## config.mk

```make
export PLATFORM = sky130hd
export DESIGN_NAME = serial_subtractor
export DESIGN_NICKNAME = d
export VERILOG_FILES = /design/src/rtl/serial_subtractor.sv
export SDC_FILE = /design/constraint.sdc
export NUM_CORES = 1
export LEC_CHECK = 0
export BUFFER_PORTS_ARGS = -buffer_cell sky130_fd_sc_hd__buf_2
export CORE_MARGIN = 4
export CORE_UTILIZATION = 35
export CTS_BUF_LIST = sky130_fd_sc_hd__clkbuf_16
export DETAILED_ROUTE_END_ITERATION = 12
export SLEW_MARGIN = 25
export SYNTH_ARGS = -nofsm -noshare
export SYNTH_HDL_FRONTEND = slang
export SYNTH_SLANG_ARGS = --single-unit
```

## constraint.sdc

```tcl
create_clock -name clk -period 1.4 [get_ports clk]
set_input_delay 0.14 -clock clk [delete_from_list [all_inputs] [get_ports clk]]
set_output_delay 0.14 -clock clk [all_outputs]
set_load 0.005 [all_outputs]
```

## src/rtl/serial_subtractor.sv

```systemverilog
// Bit-serial full subtractor: D = A - B - bin, one bit per clock, LSB first.
// Ports: clk, rst (sync, active-high), start/a/b/bin in; busy, done, d, bout out.
// Optional: define SERIAL_SUBTRACTOR_OVF_EN to add the registered signed-overflow output ovf.
module serial_subtractor #(
   parameter int WIDTH = 8,
   parameter int CNT_W = 4
) (
   input  logic             clk,
   input  logic             rst,
   input  logic             start,
   input  logic [WIDTH-1:0] a,
   input  logic [WIDTH-1:0] b,
   input  logic             bin,
   output logic             busy,
   output logic             done,
   output logic [WIDTH-1:0] d,
   output logic             bout
`ifdef SERIAL_SUBTRACTOR_OVF_EN
   ,
   output logic             ovf
`endif
);

   typedef enum logic [1:0] {
      IDLE,
      RUN,
      DONE
   } state_t;

   state_t           state;
   logic [WIDTH-1:0] a_sh;
   logic [WIDTH-1:0] b_sh;
   logic [WIDTH-1:0] r_sh;
   logic             br;
   logic [CNT_W-1:0] cnt;

   logic x;
   logic y;
   logic diff;
   logic brn;

   // single full-subtractor cell
   assign x    = a_sh[0];
   assign y    = b_sh[0];
   assign diff = x ^ y ^ br;
   assign brn  = (~x & y) | (~(x ^ y) & br);

   always_ff @(posedge clk) begin
      if (rst) begin
         state <= IDLE;
         a_sh  <= '0;
         b_sh  <= '0;
         r_sh  <= '0;
         br    <= 1'b0;
         cnt   <= '0;
         busy  <= 1'b0;
         done  <= 1'b0;
         d     <= '0;
         bout  <= 1'b0;
`ifdef SERIAL_SUBTRACTOR_OVF_EN
         ovf   <= 1'b0;
`endif
      end else begin
         done <= 1'b0;
         unique case (state)
            IDLE, DONE: begin
               if (start) begin
                  a_sh  <= a;
                  b_sh  <= b;
                  br    <= bin;
                  r_sh  <= '0;
                  cnt   <= '0;
                  busy  <= 1'b1;
                  state <= RUN;
               end else begin
                  state <= IDLE;
               end
            end
            RUN: begin
               a_sh <= a_sh >> 1;
               b_sh <= b_sh >> 1;
               br   <= brn;
               r_sh <= {diff, r_sh[WIDTH-1:1]};
               cnt  <= cnt + 1'b1;
               if (cnt == CNT_W'(WIDTH - 1)) begin
                  // last bit: publish the full result in one step
                  state <= DONE;
                  busy  <= 1'b0;
                  done  <= 1'b1;
                  d     <= {diff, r_sh[WIDTH-1:1]};
                  bout  <= brn;
`ifdef SERIAL_SUBTRACTOR_OVF_EN
                  // x/y are the operand MSBs here, diff is the result MSB
                  ovf   <= (x ^ y) & (diff ^ x);
`endif
               end
            end
            default: state <= IDLE;
         endcase
      end
   end

endmodule

```

; ---- Word level (Yosys, flattened, before mapping)
; Index checks and enable logic that the tools add are counted.
[op_classes]
mux = 17
eq_ne = 5
reduce_logical = 7
n_addsub = 1
n_bitwise = 8
[op_table]
columns = operator, n
row1 = one-hot mux 8 bit (2 select lines), 3
row2 = 2-to-1 mux 8 bit, 3
row3 = one-hot mux 4 bit (2 select lines), 1
row4 = 2-to-1 mux 1 bit, 5
row5 = "adder 4 x 1 -> 4 bit, second input constant", 1
row6 = "== test 4 x 3 -> 1 bit, second input constant", 1
row7 = 2-to-1 mux 4 bit, 1
row8 = "inequality test 2 bit, second input constant", 2
row9 = one-hot mux 1 bit (2 select lines), 2
row10 = one-hot mux 2 bit (2 select lines), 1
row11 = AND reduction 2 bit, 2
row12 = OR reduction 2 bit, 2
row13 = NOT 1 bit, 3
row14 = AND reduction 3 bit, 1
row15 = bitwise AND 1 bit, 2
row16 = "== test 2 x 1 -> 1 bit, second input constant", 1
row17 = "== test 2 bit, second input constant", 1
row18 = zero test 2 bit, 1
row19 = 2-to-1 mux 2 bit, 1
row20 = nonzero test 2 bit, 1
row21 = bitwise XOR 1 bit, 2
row22 = bitwise OR 1 bit, 1
[word_totals]
inputBits = 20
register_bits = 42
output_inout_bits = 11
word_cells = 48

; ---- Depth between registers and ports, before layout
[logic_depth]
word_depth = 5
mapped_depth = 5
ltp_nobuf = 4

; ---- Worst setup path before layout
; No wires, ideal clock.
[synth_timing]
path_kind = register to register
startpoint = reg state[0]
endpoint = reg bout
path_buffers = 1
path_stages_with_launch = 5
setup_slack_ns = 0.117
t_arrival_ns = 1.162
period_less_slack_ns = 1.283
required_ns = 1.279
setup_ns = 0.121
cell_sequence = dfxtp_1 -> nor2b_2 -> buf_6 -> and4b_4 -> mux2_2
[synth_via]
elab_chain_len = 2
[synth_rtl]
columns = element, line
row1 = "start, declared", 30  ; state_t state;
row2 = "start signal, assigned", 50  ; state <= IDLE;
row3 = "start signal, assigned", 74  ; state <= RUN;
row4 = "start signal, assigned", 76  ; state <= IDLE;
row5 = == test 2 x 1 -> 1 bit, 65  ; unique case (state)
row6 = AND reduction 2 bit (no source line), n/a
row7 = "end signal, assigned", 91  ; bout <= brn;
row8 = "end, declared", 17  ; output logic bout
; No other way between the ends.
; A chain may end at the register's enable or synchronous reset.

; ---- Worst setup path in the final report
[layout_timing]
startpoint = reg state[0]
endpoint = reg d[1]
[layout_via]
elab_chain_len = 2
[layout_rtl]
columns = element, line
row1 = == test 2 x 1 -> 1 bit, 65
row2 = AND reduction 2 bit (no source line), n/a
row3 = "end signal, assigned", 90  ; d <= {diff, r_sh[WIDTH-1:1]};
row4 = "end, declared", 16  ; output logic [WIDTH-1:0] d,
; No other way between the ends.

==> out/metrics.yaml <==
grt_pass1_vias: 1387
num_rows: 25
hold_viol_final: 0
setup_tns_ns: 0
insertion_delay_ns: 0.28
grt_max_degree: 23
hp-start: "a[7]"
worstPathRequired_ns: 1.60
viasPerCell: 4.88
die_x_um: 78.3
nNetsFinal: 242
core_area_mm2: 0.00475
status: "complete, no violations"
synth_fp_nets: 208
seq_area_frac_synth_pct: 47.5
cts_sinks: 41
slew_headroom_pct: 79.2
clock_path_buffers: 2
dp_hpwl_mm: 2.39
powerDensity_mw_per_mm2: 1220
wl_mm: 3.54
ys_async_sr_fraction_pct: 0
clkPwrFrac_pct: 41.5
tritoncts: "built"
max_stage_delay_ns: 0.34
gp_congestion: 0.724
final_area_mm2: 0.00211
portBuffers: 30
die_area_mm2: 0.00613
synthFlopType: "dfxtp_1"
antenna_found_initial: 0
clock_skew_ns: 0.00334
drtIter0Drc: 53
synth.avg_cell_area_um2: 9.30
p_leak_nw: 0.823
start_kind: "flop"
ys.warnings.count: 0
power_frac_comb_pct: 10.5
cts_root_buf: "clkbuf_16"
worstMarginPinSlew_ns: 0.312
critPathSlowestCell: "dfxtp_1"
grt_usage_pct: 12.8
regToRegStartpoint: "state[0]"
cp_num_buf_inv: 1
synth.most_common_cell: "dfxtp_1"
drcViolationCount: 0
synth_area_leaders: "dfxtp_1 47%, a21oi_1 8.1%, nand3_1 7.5%"
internal-power_w: 0.00198
fillers: 499
synth_seq_cells: 41
max-vdd-ir-drop_mv: 0.599
synth_top_area_cell: "dfxtp_1"
finalCritPeriodShare_pct: 92.4
startpoint: "state[0]"
multi_input_area_um2: 798
critPathTopFamily: "simple AND/OR/NAND/NOR gates"
h-tree-depth: 2
start_util_pct: 36.4
antenna-diode-count: 0
numCtsBuffers: 5
post_cts_buffers: 0
synth_edf_count: 0
pwr-share-seq_pct: 48.0
p_sw_w: 0.000600
ioPinCount: 31
regArea_um2: 821
ys_types: 28
synthDominantCellAreaShare_pct: 47.5
slew_viol_final: 0
num_vias: 1406
postCtsHoldBufs: 0
die_h_um: 78.3
grt_overflow_total: 0
place_area_mm2: 0.00198
setup_viol: 0
grt_pass1_wl_mm: 6.29
firstDrtPassIters: 4
netlist_area_mm2: 0.00173
grt_setup_unrepaired: "false"
cts_resized: 0
clkTransAtPathRegs_ns: 0.06
synth_common_cells: "41 x dfxtp_1, 28 x a21oi_1, 26 x nand3_1"
swShare_pct: 23.3
critPathMaxFanout: 8
worstSetupPathType: "flop to flop"
path_cells: "nor2b_2, and4b_4, buf_4, mux2i_1"
drive_above_1_share_pct: 24.9
critPathCaptureType: "flop"
wire_per_inst_um: 12.3
ant_nets: 0
syn_inst: 186
cap_violations: 0
finalCriticalPeriod_ns: 1.29
hp-class: "input port to flop"
fmax_mhz: 773
syn_to_final_growth_pct: 22.3
cp.arrival_ns: 1.50
==> worst paths after layout <==
path                            endpoint  slack (ns)  depth (start not counted)
worst max-delay path                d[1]        0.11                          4
worst min-delay path             a_sh[7]         0.1                          3
worst max register to register      d[1]        0.11                          4
worst min register to register   b_sh[3]        0.47                          2
==> power by group through the flow <==
stage	registers [W]	clock network, W	logic [W]
5_1_grt	0.00124	0.00115	0.000307
2_1_floorplan	0.00126	0	0.000181
4_1_cts	0.00124	0.00110	0.000273
6_report	0.00124	0.00107	0.000270
3_3_place_gp	0.00126	0	0.000270
3_5_place_dp	0.00126	0	0.000271
==> logic make-up (layout without fill, tap and decap cells) <==
group                      count (synthesis)  count (layout)  synth area share, %
DFF                                       41              41                 47.5
muxes                                     11              11                 6.80
adders and majority gates                  2               2                 1.88
buffers and inverters                     19              54                 6.37
AOI/OAI and AO/OA                         45              45                 15.8
and+or+nand+nor                           68              68                 21.7
==> per-layer routing <==
metal	global-route usage, %	share of wire, %
met5	0	0
met4	4.20	1.2
met3	4.47	6.2
met2	21.4	45
met1	15.4	48
==> layout make-up <==
class | count | area share, %
Clock buffer | 5 | 5.92
Clock inverter | 3 | 0.533
Tap cell | 67 | 3.96
Inverter | 2 | 0.355
Sequential cell | 41 | 38.8
Multi-Input combinational cell | 126 | 37.8
Timing Repair Buffer | 44 | 12.7
==> metrics by stage <==
stage,power [W],hold slack (ns),utilization (%),setup WS [ns],cells
finish,0.00258,0.0991,44.5,0.106,288
global route,0.00270,0.114,44.5,0.00452,288
CTS,0.00261,0.0964,44.5,0.0866,288
detailed placement,0.00153,0.392,41.6,0.101,280
global placement,0.00153,0.382,41.6,0.149,280
floorplan,0.00144,0.276,-,0.117,186
==> cell usage in the layout (no fill, tap or decap) <==
master     instances
o22ai_1            1
nor2b_2            1
buf_12             1
mux2_2             2
dfxtp_1           41
mux2_4             1
mux2i_1            8
nor2b_1            2
ha_1               1
a2bb2oi_1          1
nand4_1            1
nor2_1             3
and2b_1            2
nand2b_1          20
clkbuf_16          5
nor3b_1            1
nand2_1           10
nand3_1           26
fa_1               1
inv_1              5
a211oi_2           1
buf_2             30
buf_4             13
nand3b_1           1
a22oi_1           14
a21oi_1           28
and4b_4            1
==> worst reg2reg max path, stage by stage (launching register included) <==
cell     delay [ns]
dfxtp_1        0.34
nor2b_2        0.22
and4b_4        0.27
buf_4          0.18
mux2i_1        0.20
==> state kept, by name, indices dropped and copies added, names as in the netlist <==
name and flops:
r_sh 7, a_sh 8, d 8, br 1, busy 1, cnt 4, done 1, b_sh 8
state 2, bout 1
Note: power is estimated with default switching activity, not from simulation.
